<file path="config.mk">
export PLATFORM = sky130hd
export DESIGN_NAME = execute_cycle_flat
export DESIGN_NICKNAME = d
export VERILOG_FILES = /design/src/rtl/cpu_pkg.sv /design/src/rtl/execute_cycle_if.sv /design/src/rtl/alu.sv /design/src/rtl/execute_cycle.sv /design/src/flat_wrapper.sv
export SDC_FILE = /design/constraint.sdc
export NUM_CORES = 1
export LEC_CHECK = 0
export CAP_MARGIN = 20
export CORE_ASPECT_RATIO = 0.9
export CORE_MARGIN = 5
export CORE_UTILIZATION = 54
export CTS_CLUSTER_SIZE = 24
export DETAILED_ROUTE_END_ITERATION = 8
export PLACE_DENSITY = 0.94
export SETUP_SLACK_MARGIN = 0.4
export SYNTH_ARGS = -nofsm -noshare
export SYNTH_HDL_FRONTEND = slang
export SYNTH_SLANG_ARGS = --single-unit
</file>
<file path="constraint.sdc">
create_clock -name clk -period 18.1 [get_ports clk]
set_input_delay 5.43 -clock clk [delete_from_list [all_inputs] [get_ports clk]]
set_output_delay 5.43 -clock clk [all_outputs]
set_load 0.05 [all_outputs]
</file>
<file path="src/rtl/cpu_pkg.sv">
// Shared definitions for the 16-bit pipelined CPU execute stage.
//   - datapath / register-address widths
//   - ALU operation codes, forwarding selects, branch funct3 codes,
//     writeback (ResultSrc) encodings
//   - EX/MEM pipeline register layout
package cpu_pkg;

  localparam int WIDTH = 16;
  localparam int REGW  = 3;

  // ALU operation codes
  localparam logic [3:0] ALU_ADD  = 4'b0000;
  localparam logic [3:0] ALU_SUB  = 4'b0001;
  localparam logic [3:0] ALU_AND  = 4'b0010;
  localparam logic [3:0] ALU_OR   = 4'b0011;
  localparam logic [3:0] ALU_XOR  = 4'b0100;
  localparam logic [3:0] ALU_SLL  = 4'b0101;
  localparam logic [3:0] ALU_SRL  = 4'b0110;
  localparam logic [3:0] ALU_SRA  = 4'b0111;
  localparam logic [3:0] ALU_SLT  = 4'b1000;
  localparam logic [3:0] ALU_SLTU = 4'b1001;

  // Forwarding selects from the hazard unit (2'b11 falls back to the register value)
  localparam logic [1:0] FWD_REG = 2'b00;
  localparam logic [1:0] FWD_WB  = 2'b01;
  localparam logic [1:0] FWD_MEM = 2'b10;

  // Branch condition codes (funct3)
  localparam logic [2:0] BR_EQ = 3'b000;
  localparam logic [2:0] BR_NE = 3'b001;
  localparam logic [2:0] BR_LT = 3'b100;
  localparam logic [2:0] BR_GE = 3'b101;

  // Writeback select encodings
  localparam logic [1:0] RES_ALU = 2'b00;
  localparam logic [1:0] RES_MEM = 2'b01;
  localparam logic [1:0] RES_PC4 = 2'b10;

  // EX/MEM pipeline register contents
  typedef struct packed {
    logic             regwrite;
    logic             memwrite;
    logic [1:0]       result_src;
    logic [REGW-1:0]  rd;
    logic [WIDTH-1:0] alu_result;
    logic [WIDTH-1:0] write_data;
    logic [WIDTH-1:0] pc_plus4;
  } exmem_t;

endpackage

</file>
<file path="src/rtl/execute_cycle_if.sv">
// Execute-stage bus bundle.
//   master : decode / hazard / writeback side; drives ID/EX controls and
//            operands, forwarding selects and ResultW; receives the redirect
//            and the EX/MEM register outputs.
//   slave  : the execute stage itself.
interface execute_cycle_if;
  import cpu_pkg::*;

  // ID/EX inputs
  logic             RegwriteE;
  logic             MemwriteE;
  logic             JumpE;
  logic             branchE;
  logic             ALUSrcE;
  logic [1:0]       ResultSrcE;
  logic [3:0]       ALUControlE;
  logic [2:0]       funct3E;
  logic [WIDTH-1:0] RD1E;
  logic [WIDTH-1:0] RD2E;
  logic [WIDTH-1:0] immExtE;
  logic [WIDTH-1:0] PCE;
  logic [WIDTH-1:0] pc_plus4E;
  logic [REGW-1:0]  RdE;

  // Hazard unit / writeback
  logic [1:0]       ForwardAE;
  logic [1:0]       ForwardBE;
  logic [WIDTH-1:0] ResultW;

  // Redirect to fetch (combinational)
  logic             PCSrcE;
  logic [WIDTH-1:0] PCTargetE;

  // EX/MEM register outputs
  logic             RegwriteM;
  logic             MemwriteM;
  logic [1:0]       ResultSrcM;
  logic [REGW-1:0]  RdM;
  logic [WIDTH-1:0] ALUResultM;
  logic [WIDTH-1:0] WriteDataM;
  logic [WIDTH-1:0] pc_plus4M;

  modport master (
    output RegwriteE, MemwriteE, JumpE, branchE, ALUSrcE, ResultSrcE,
           ALUControlE, funct3E, RD1E, RD2E, immExtE, PCE, pc_plus4E, RdE,
           ForwardAE, ForwardBE, ResultW,
    input  PCSrcE, PCTargetE, RegwriteM, MemwriteM, ResultSrcM, RdM,
           ALUResultM, WriteDataM, pc_plus4M
  );

  modport slave (
    input  RegwriteE, MemwriteE, JumpE, branchE, ALUSrcE, ResultSrcE,
           ALUControlE, funct3E, RD1E, RD2E, immExtE, PCE, pc_plus4E, RdE,
           ForwardAE, ForwardBE, ResultW,
    output PCSrcE, PCTargetE, RegwriteM, MemwriteM, ResultSrcM, RdM,
           ALUResultM, WriteDataM, pc_plus4M
  );

endinterface

</file>
<file path="src/rtl/alu.sv">
// Combinational 16-bit ALU.
//   a, b : operands
//   ctrl : operation code (see cpu_pkg ALU_*)
//   y    : result; undefined codes give zero
module alu
  import cpu_pkg::*;
(
  input  logic [WIDTH-1:0] a,
  input  logic [WIDTH-1:0] b,
  input  logic [3:0]       ctrl,
  output logic [WIDTH-1:0] y
);

  logic [3:0] shamt;
  assign shamt = b[3:0];

  always_comb begin
    y = '0;
    case (ctrl)
      ALU_ADD:  y = a + b;
      ALU_SUB:  y = a - b;
      ALU_AND:  y = a & b;
      ALU_OR:   y = a | b;
      ALU_XOR:  y = a ^ b;
      ALU_SLL:  y = a << shamt;
      ALU_SRL:  y = a >> shamt;
      ALU_SRA:  y = $unsigned($signed(a) >>> shamt);
      ALU_SLT:  y = {{(WIDTH-1){1'b0}}, $signed(a) < $signed(b)};
      ALU_SLTU: y = {{(WIDTH-1){1'b0}}, a < b};
      default:  y = '0;
    endcase
  end

endmodule

</file>
<file path="src/rtl/execute_cycle.sv">
// Execute stage of the 16-bit pipelined CPU.
//   clk, rst : clock and synchronous active-high reset
//   ex       : slave side of execute_cycle_if carrying the ID/EX inputs,
//              forwarding selects, ResultW, the combinational redirect
//              (PCSrcE/PCTargetE) and the EX/MEM register outputs.
// Resolves operand forwarding, runs the ALU, resolves branches/jumps and
// registers the result into EX/MEM every clock (no stall, no enable).
module execute_cycle
  import cpu_pkg::*;
(
  input  logic           clk,
  input  logic           rst,
  execute_cycle_if.slave ex
);

  logic [WIDTH-1:0] src_a;
  logic [WIDTH-1:0] fwd_b;
  logic [WIDTH-1:0] src_b;
  logic [WIDTH-1:0] alu_y;
  logic             br_cond;
  exmem_t           exmem_d;
  exmem_t           exmem_q;

  // Operand forwarding; select 2'b11 deliberately falls back to the register value
  always_comb begin
    src_a = ex.RD1E;
    case (ex.ForwardAE)
      FWD_WB:  src_a = ex.ResultW;
      FWD_MEM: src_a = ex.ALUResultM;
      default: src_a = ex.RD1E;
    endcase
  end

  always_comb begin
    fwd_b = ex.RD2E;
    case (ex.ForwardBE)
      FWD_WB:  fwd_b = ex.ResultW;
      FWD_MEM: fwd_b = ex.ALUResultM;
      default: fwd_b = ex.RD2E;
    endcase
  end

  // The immediate only feeds the ALU; store data and branch compare use fwd_b
  assign src_b = ex.ALUSrcE ? ex.immExtE : fwd_b;

  alu u_alu (
    .a    (src_a),
    .b    (src_b),
    .ctrl (ex.ALUControlE),
    .y    (alu_y)
  );

  always_comb begin
    br_cond = 1'b0;
    case (ex.funct3E)
      BR_EQ:   br_cond = (src_a == fwd_b);
      BR_NE:   br_cond = (src_a != fwd_b);
      BR_LT:   br_cond = ($signed(src_a) <  $signed(fwd_b));
      BR_GE:   br_cond = ($signed(src_a) >= $signed(fwd_b));
      default: br_cond = 1'b0;
    endcase
  end

  // Redirect is forced quiet while reset is held so fetch never jumps during reset
  assign ex.PCSrcE    = ~rst & (ex.JumpE | (ex.branchE & br_cond));
  assign ex.PCTargetE = rst ? '0 : (ex.PCE + ex.immExtE);

  always_comb begin
    exmem_d            = '0;
    exmem_d.regwrite   = ex.RegwriteE;
    exmem_d.memwrite   = ex.MemwriteE;
    exmem_d.result_src = ex.ResultSrcE;
    exmem_d.rd         = ex.RdE;
    exmem_d.alu_result = alu_y;
    exmem_d.write_data = fwd_b;
    exmem_d.pc_plus4   = ex.pc_plus4E;
  end

  always_ff @(posedge clk) begin
    if (rst) begin
      exmem_q <= '0;
    end else begin
      exmem_q <= exmem_d;
    end
  end

  assign ex.RegwriteM  = exmem_q.regwrite;
  assign ex.MemwriteM  = exmem_q.memwrite;
  assign ex.ResultSrcM = exmem_q.result_src;
  assign ex.RdM        = exmem_q.rd;
  assign ex.ALUResultM = exmem_q.alu_result;
  assign ex.WriteDataM = exmem_q.write_data;
  assign ex.pc_plus4M  = exmem_q.pc_plus4;

endmodule

</file>
<file path="src/flat_wrapper.sv">
// flat-port wrapper written by rule: the top's interface ports become plain ports
module execute_cycle_flat import cpu_pkg::*;
  (clk, rst, ex_RegwriteE, ex_MemwriteE, ex_JumpE, ex_branchE, ex_ALUSrcE, ex_ResultSrcE, ex_ALUControlE, ex_funct3E, ex_RD1E, ex_RD2E, ex_immExtE, ex_PCE, ex_pc_plus4E, ex_RdE, ex_ForwardAE, ex_ForwardBE, ex_ResultW, ex_PCSrcE, ex_PCTargetE, ex_RegwriteM, ex_MemwriteM, ex_ResultSrcM, ex_RdM, ex_ALUResultM, ex_WriteDataM, ex_pc_plus4M);
  execute_cycle_if ex_i ();
  input  logic clk;
  input  logic rst;
  input wire logic [$bits(ex_i.RegwriteE)-1:0] ex_RegwriteE;
  input wire logic [$bits(ex_i.MemwriteE)-1:0] ex_MemwriteE;
  input wire logic [$bits(ex_i.JumpE)-1:0] ex_JumpE;
  input wire logic [$bits(ex_i.branchE)-1:0] ex_branchE;
  input wire logic [$bits(ex_i.ALUSrcE)-1:0] ex_ALUSrcE;
  input wire logic [$bits(ex_i.ResultSrcE)-1:0] ex_ResultSrcE;
  input wire logic [$bits(ex_i.ALUControlE)-1:0] ex_ALUControlE;
  input wire logic [$bits(ex_i.funct3E)-1:0] ex_funct3E;
  input wire logic [$bits(ex_i.RD1E)-1:0] ex_RD1E;
  input wire logic [$bits(ex_i.RD2E)-1:0] ex_RD2E;
  input wire logic [$bits(ex_i.immExtE)-1:0] ex_immExtE;
  input wire logic [$bits(ex_i.PCE)-1:0] ex_PCE;
  input wire logic [$bits(ex_i.pc_plus4E)-1:0] ex_pc_plus4E;
  input wire logic [$bits(ex_i.RdE)-1:0] ex_RdE;
  input wire logic [$bits(ex_i.ForwardAE)-1:0] ex_ForwardAE;
  input wire logic [$bits(ex_i.ForwardBE)-1:0] ex_ForwardBE;
  input wire logic [$bits(ex_i.ResultW)-1:0] ex_ResultW;
  output wire logic [$bits(ex_i.PCSrcE)-1:0] ex_PCSrcE;
  output wire logic [$bits(ex_i.PCTargetE)-1:0] ex_PCTargetE;
  output wire logic [$bits(ex_i.RegwriteM)-1:0] ex_RegwriteM;
  output wire logic [$bits(ex_i.MemwriteM)-1:0] ex_MemwriteM;
  output wire logic [$bits(ex_i.ResultSrcM)-1:0] ex_ResultSrcM;
  output wire logic [$bits(ex_i.RdM)-1:0] ex_RdM;
  output wire logic [$bits(ex_i.ALUResultM)-1:0] ex_ALUResultM;
  output wire logic [$bits(ex_i.WriteDataM)-1:0] ex_WriteDataM;
  output wire logic [$bits(ex_i.pc_plus4M)-1:0] ex_pc_plus4M;
  assign ex_i.RegwriteE = ex_RegwriteE;
  assign ex_i.MemwriteE = ex_MemwriteE;
  assign ex_i.JumpE = ex_JumpE;
  assign ex_i.branchE = ex_branchE;
  assign ex_i.ALUSrcE = ex_ALUSrcE;
  assign ex_i.ResultSrcE = ex_ResultSrcE;
  assign ex_i.ALUControlE = ex_ALUControlE;
  assign ex_i.funct3E = ex_funct3E;
  assign ex_i.RD1E = ex_RD1E;
  assign ex_i.RD2E = ex_RD2E;
  assign ex_i.immExtE = ex_immExtE;
  assign ex_i.PCE = ex_PCE;
  assign ex_i.pc_plus4E = ex_pc_plus4E;
  assign ex_i.RdE = ex_RdE;
  assign ex_i.ForwardAE = ex_ForwardAE;
  assign ex_i.ForwardBE = ex_ForwardBE;
  assign ex_i.ResultW = ex_ResultW;
  assign ex_PCSrcE = ex_i.PCSrcE;
  assign ex_PCTargetE = ex_i.PCTargetE;
  assign ex_RegwriteM = ex_i.RegwriteM;
  assign ex_MemwriteM = ex_i.MemwriteM;
  assign ex_ResultSrcM = ex_i.ResultSrcM;
  assign ex_RdM = ex_i.RdM;
  assign ex_ALUResultM = ex_i.ALUResultM;
  assign ex_WriteDataM = ex_i.WriteDataM;
  assign ex_pc_plus4M = ex_i.pc_plus4M;
  execute_cycle u_core (.clk(clk), .rst(rst), .ex(ex_i));
endmodule
</file>
Yosys cells after proc, flatten, opt, wreduce, memory -nomap -nowiden
Cells that the tools add are included.
{"block": "op_classes", "add_sub_neg": 3, "order_cmp": 4, "eq_ne": 18, "n_shift": 3, "mux": 6, "n_bitwise": 7, "reduce_logical": 2}
{"op": "16-bit one-hot mux with 10 select lines", "n": 1}
{"op": "16-bit one-hot mux with 2 select lines", "n": 2}
{"op": "16-bit < comparator", "n": 3}
{"op": "16-bit adder", "n": 2}
{"op": "16-bit two-way mux", "n": 2}
{"op": "16-bit bitwise AND", "n": 1}
{"op": "16-bit equality test", "n": 1}
{"op": "4-bit by 3-bit equality test with 1-bit output (second input constant)", "n": 4}
{"op": "16-bit greater-or-equal comparator", "n": 1}
{"op": "16-bit inequality test", "n": 1}
{"op": "16-bit bitwise OR", "n": 1}
{"op": "16-bit by 4-bit left shift with 16-bit output", "n": 1}
{"op": "16-bit by 4-bit right shift with 16-bit output", "n": 1}
{"op": "16-bit by 4-bit >>> shifter with 16-bit output", "n": 1}
{"op": "16-bit subtractor", "n": 1}
{"op": "16-bit bitwise XOR", "n": 1}
{"op": "4-bit by 2-bit equality test with 1-bit output (second input constant)", "n": 2}
{"op": "4-bit equality test (second input constant)", "n": 2}
{"op": "3-bit equality test (second input constant)", "n": 2}
{"op": "2-bit by 1-bit equality test with 1-bit output (second input constant)", "n": 2}
{"op": "2-bit equality test (second input constant)", "n": 2}
{"op": "4-bit by 1-bit equality test with 1-bit output (second input constant)", "n": 1}
{"op": "4-bit zero test", "n": 1}
{"op": "1-bit one-hot mux with 4 select lines", "n": 1}
{"op": "other kinds (5)", "n": 6}
{"block": "word_totals", "regBits": 55, "in_bits": 119, "out_inout_bits": 72}

Longest topological paths before layout
{"block": "depth", "depth_word": 7, "mapped_depth": 18, "mapped_depth_nobuf": 15}

Cells and area by module
From an unflattened synthesis, not the netlist that was laid out.
{"block": "unflattened", "cells_unflattened": 989, "area_unflattened_um2": 7203.2}
{"module": "alu", "n_inst": 1, "cells_each": 560, "area_each_um2": 3809.9, "seq_area_each_um2": 0.0}
{"module": "execute_cycle", "n_inst": 1, "cells_each": 429, "area_each_um2": 3393.3, "seq_area_each_um2": 1101.1}

Least setup slack after synthesis
Ideal clock, no wire load.
{"block": "synth_path", "path_type": "input-to-output", "startpoint": "input ex_ForwardAE[0]", "endpoint": "output ex_PCSrcE", "arrival_time_ns": 8.721, "t_required_ns": 12.670, "path_slack_ns": 3.949, "cell_stages": 15, "path_buffers": 2, "path_cell_list": "inv_1 -> ha_1 -> clkbuf_1 -> buf_2 -> a22oi_1 -> o21ai_1 -> ha_1 -> a21o_1 -> a21oi_1 -> o221ai_1 -> a211o_1 -> o21bai_1 -> a21boi_0 -> mux2i_1 -> o22ai_1"}
{"block": "synth_between", "elab_chain_len": 7, "word_cells_on_any_way": 11, "classes_between": "order compare (2); eq/ne (4); mux (2); bitwise (3)"}
{"element": "start, declared", "line_no": "flat_wrapper.sv:21", "rtl": "input wire logic [$bits(ex_i.ForwardAE)-1:0] ex_ForwardAE;"}
{"element": "2-bit equality test / 2-bit by 1-bit equality test with 1-bit output (equally long branches)", "line_no": "execute_cycle.sv:27", "rtl": "case (ex.ForwardAE)"}
{"element": "16-bit one-hot mux with 2 select lines (*)", "line_no": "execute_cycle.sv:27"}
{"element": "16-bit greater-or-equal comparator (tied with other cells)", "line_no": "execute_cycle.sv:59", "rtl": "BR_GE: br_cond = ($signed(src_a) >= $signed(fwd_b));"}
{"element": "1-bit one-hot mux with 4 select lines (*)", "line_no": "execute_cycle.sv:55", "rtl": "case (ex.funct3E)"}
{"element": "1-bit bitwise AND (*)", "line_no": "execute_cycle.sv:65", "rtl": "assign ex.PCSrcE = ~rst & (ex.JumpE | (ex.branchE & br_cond));"}
{"element": "1-bit bitwise OR (*)", "line_no": "execute_cycle.sv:65"}
{"element": "1-bit bitwise AND (*)", "line_no": "execute_cycle.sv:65"}
{"element": "end, declared", "line_no": "flat_wrapper.sv:24", "rtl": "output wire logic [$bits(ex_i.PCSrcE)-1:0] ex_PCSrcE;"}
Mark *: on every way between the ends. The rest lies on a longest branch, timed or not.

Worst setup path after layout
Same ends and word-level chain as after synthesis.

==> flow_metrics.py <==
metrics = {
    "detailed_routing": {
        "viasPerCell": 6.59,
        "wl_per_cell_um": 23.6,
        "drtIter0Drc": 1409,
        "drc": 0,
        "wl_um": 30300,
        "antenna_left": 0,
        "dr.pass1.iters": 7,
        "dr_total_vias": 8470,
    },
    "logic_synthesis": {
        "synth_edf_count": 0,
        "yosysTopAreaCell": "dfxtp_1",
        "yosys.area_share.simple_pct": 22.8,
        "synth_adder_area_share_pct": 16.0,
        "ys_types": 65,
        "syn_avg_cell_area_um2": 7.16,
        "synth_xor_area_share_pct": 3.27,
        "synth_fp_nets": 1177,
        "muxShareOfSynthArea_pct": 5.43,
        "ys_top_cells_by_area": "dfxtp_1 (16%), ha_1 (15%), nand2_1 (6.3%)",
        "seq_area_frac_synth_pct": 15.8,
        "yosys_most_used_dff": "dfxtp_1",
        "ys_async_sr_fraction_pct": 0,
        "synth_compound_area_share_pct": 29.9,
        "synth_top_family_by_area": "compound AO/OA/AOI/OAI gates",
        "synth_top_area_share_pct": 15.8,
        "ys_ff_latch": 55,
        "synthesis.area_um2": 6950,
        "synth_warnings": 0,
        "synthesis.instances": 971,
    },
    "finish": {
        "layout.nets": 1324,
        "final_cells": 1285,
        "drive_above_1_share_pct": 3.57,
        "multi_input_area_um2": 5390,
        "seqCellArea_um2": 1100,
        "fin_area_um2": 9050,
        "fin_util_pct": 71.6,
        "syn2layout_area_growth_pct": 30.1,
        "fillers": 1020,
    },
    "clocking": {
        "numCtsBuffers": 5,
        "post_cts_buffers": 0,
        "cts_resized": 0,
        "clkTransAtPathRegs_ns": 0.08,
        "cts_root_buf": "clkbuf_16",
        "cts_buffer_depth": 2,
        "holdBufCountCts": 0,
        "cts_max_level": 2,
        "insertion_delay_ns": 0.30,
        "cts_sinks": 55,
        "cts_tree": "done",
    },
    "timing": {
        "finalCritPeriodShare_pct": 86.9,
        "fin_ws_ns": 2.37,
        "hold_viol_final": 0,
        "tightest_slew_ns": 1.08,
        "slew_headroom_pct": 27.5,
        "holdWs_ns": 0.874,
        "max_freq_ghz": 0.0636,
        "finalSetupViolations": 0,
        "rsz0062_at_grt": "false",
        "finalSetupTns_ns": 0,
        "final-max-slew-violation-count": 0,
        "min_period_ns": 15.73,
        "skew_ns": 0.00727,
    },
    "floorplan": {
        "die_w_um": 130,
        "die_area_um2": 15300,
        "rows": 39,
        "die_h_um": 118,
        "core_area_um2": 12600,
        "io_pins": 191,
        "start_util_pct": 55.0,
    },
    "grt": {
        "grt_util_all_layers_pct": 37.8,
        "grt_first_pass_wirelength_um": 45500,
        "antenna_found_initial": 3,
        "grt_remaining_overflow": 0,
        "grt_max_degree": 60,
        "grt_pass1_vias": 7855,
    },
    "worst_setup_path": {
        "cp_data_arrival_time_ns": 10.30,
        "cp.required_ns": 12.67,
        "end_kind": "primary output",
        "crit_type": "in2out",
        "cp_max_fo": 32,
        "start_kind": "input port",
    },
    "placement": {
        "place.gp.congestion": 1.09,
        "pre_cts_slack_ns": 2.50,
        "dp.cells": 1275,
        "io_buffers": 190,
        "placed_cell_area_um2": 8890,
        "hpwl_um": 24100,
    },
    "worst_hold_path": {
        "hp-class": "reg2reg",
    },
    "pwr": {
        "p_total_uw": 630,
        "p_leak_nw": 3.78,
        "cellPowerDensity_nw_per_um2": 69.6,
        "irDropWorstVdd_mv": 0.0423,
    },
    "run": {
        "maxCapViolCount": 0,
    },
    "run_status": {
        "status": "finished, final reports clean",
    },
}
==> critical path: stages <==
cell	delay (ns)
clkdlybuf4s50_1	0.49
inv_1	0.06
ha_1	0.86
o21ai_0	0.60
ha_1	0.49
nand4_1	0.12
nor4_1	0.36
a21boi_0	0.32
nor3_1	0.08
a21boi_0	0.37
mux2i_1	0.15
o22ai_1	0.14
clkdlybuf4s50_1	0.82
==> cell usage in the layout, fill, tap and decap left out, types with 12 or more instances in the layout <==
cell type          n
nor3_1            24
o22ai_1           12
dfxtp_1           55
clkdlybuf4s50_1  189
o21ai_0           67
a221oi_1          13
a211oi_1          12
a21oi_1           53
nand2_1          117
xor2_1            15
nor2_1            92
o211ai_1          14
buf_4             16
mux2i_1           35
nor2b_1           42
ha_1              84
inv_1             46
nand3_1           18
a31oi_1           14
a22oi_1           26
a221o_1           18
o21ai_1           17
==> registers in the layout, summed over array words and instances, names as in the netlist <==
| signal | flops |
|---|---|
| u_core.ex.pc_plus4M | 16 |
| u_core.ex.WriteDataM | 16 |
| u_core.ex.RdM | 3 |
| u_core.ex.ALUResultM | 16 |
| u_core.ex.ResultSrcM | 2 |
| u_core.ex.MemwriteM | 1 |
| u_core.ex.RegwriteM | 1 |
==> layout make-up <==
| class | instances | share of cell area, % |
|---|---|---|
| Antenna cell | 2 | 0.0553 |
| Clock buffer | 5 | 1.38 |
| Clock inverter | 3 | 0.318 |
| Inverter | 48 | 2.00 |
| Multi-Input combinational cell | 802 | 59.5 |
| Sequential cell | 55 | 12.2 |
| Tap cell | 164 | 2.27 |
| Timing Repair Buffer | 206 | 22.3 |
==> worst paths after layout <==
check	from	endpoint	slack, ns	cells past startpoint
worst max-delay path	ex_ForwardAE[0]	ex_PCSrcE	2.37	13
worst max register to register	u_core.ex.ALUResultM[4]	u_core.ex.ALUResultM[12]	13.73	11
worst min register to register	u_core.ex.ALUResultM[13]	u_core.ex.WriteDataM[13]	0.87	3
worst min-delay path	u_core.ex.ALUResultM[13]	u_core.ex.WriteDataM[13]	0.87	3
==> per-layer routing <==
metal	vias up	GRT usage [%]	share of wire (%)
met1	3888	47.5	37
met2	640	59.6	44
met4	4	17.6	5.8
met3	139	10.0	13
li1	3799	-	-
met5	-	0	0.050
==> report_power, final <==
group | switching (mW) | total [mW] | internal (mW)
Sequential | 0.00636 | 0.136 | 0.130
Clock | 0.0496 | 0.103 | 0.0529
Combinational | 0.246 | 0.391 | 0.145
==> cells by family (layout without fill, tap and decap cells) <==
logic type      Yosys count  in the layout
simple gates            342            342
compound gates          310            310
buf+inv                 114            262
fa+ha+maj                87             87
flops                    55             55
mux                      37             37
xor+xnor                 26             26
other cells               0              2
==> Yosys cell counts (3+ instances only) <==
| cell | instances |
|---|---|
| a31oi_1 | 14 |
| o211ai_1 | 14 |
| o21bai_1 | 6 |
| nor3b_1 | 3 |
| nand2_1 | 117 |
| and3_1 | 4 |
| a21boi_0 | 3 |
| xnor2_1 | 11 |
| nor2b_1 | 42 |
| nor4_1 | 4 |
| a221oi_2 | 3 |
| mux2i_1 | 35 |
| nand3_1 | 18 |
| xor2_1 | 15 |
| inv_1 | 46 |
| a221oi_1 | 13 |
| or2_2 | 3 |
| buf_2 | 12 |
| a21oi_1 | 53 |
| a21o_1 | 11 |
| o221ai_1 | 8 |
| ha_1 | 84 |
| clkbuf_1 | 46 |
| a22oi_1 | 26 |
| nor2_1 | 92 |
| o21ai_1 | 17 |
| a211oi_1 | 12 |
| a221o_1 | 18 |
| or3_1 | 9 |
| nor3_1 | 24 |
| buf_1 | 4 |
| o21ai_0 | 67 |
| buf_6 | 4 |
| a211o_1 | 3 |
| o31ai_1 | 6 |
| and2_1 | 6 |
| o21a_1 | 7 |
| o22ai_1 | 12 |
| dfxtp_1 | 55 |
| nand2b_1 | 11 |
| fa_1 | 3 |
Note: power is estimated with default switching activity, not from simulation.
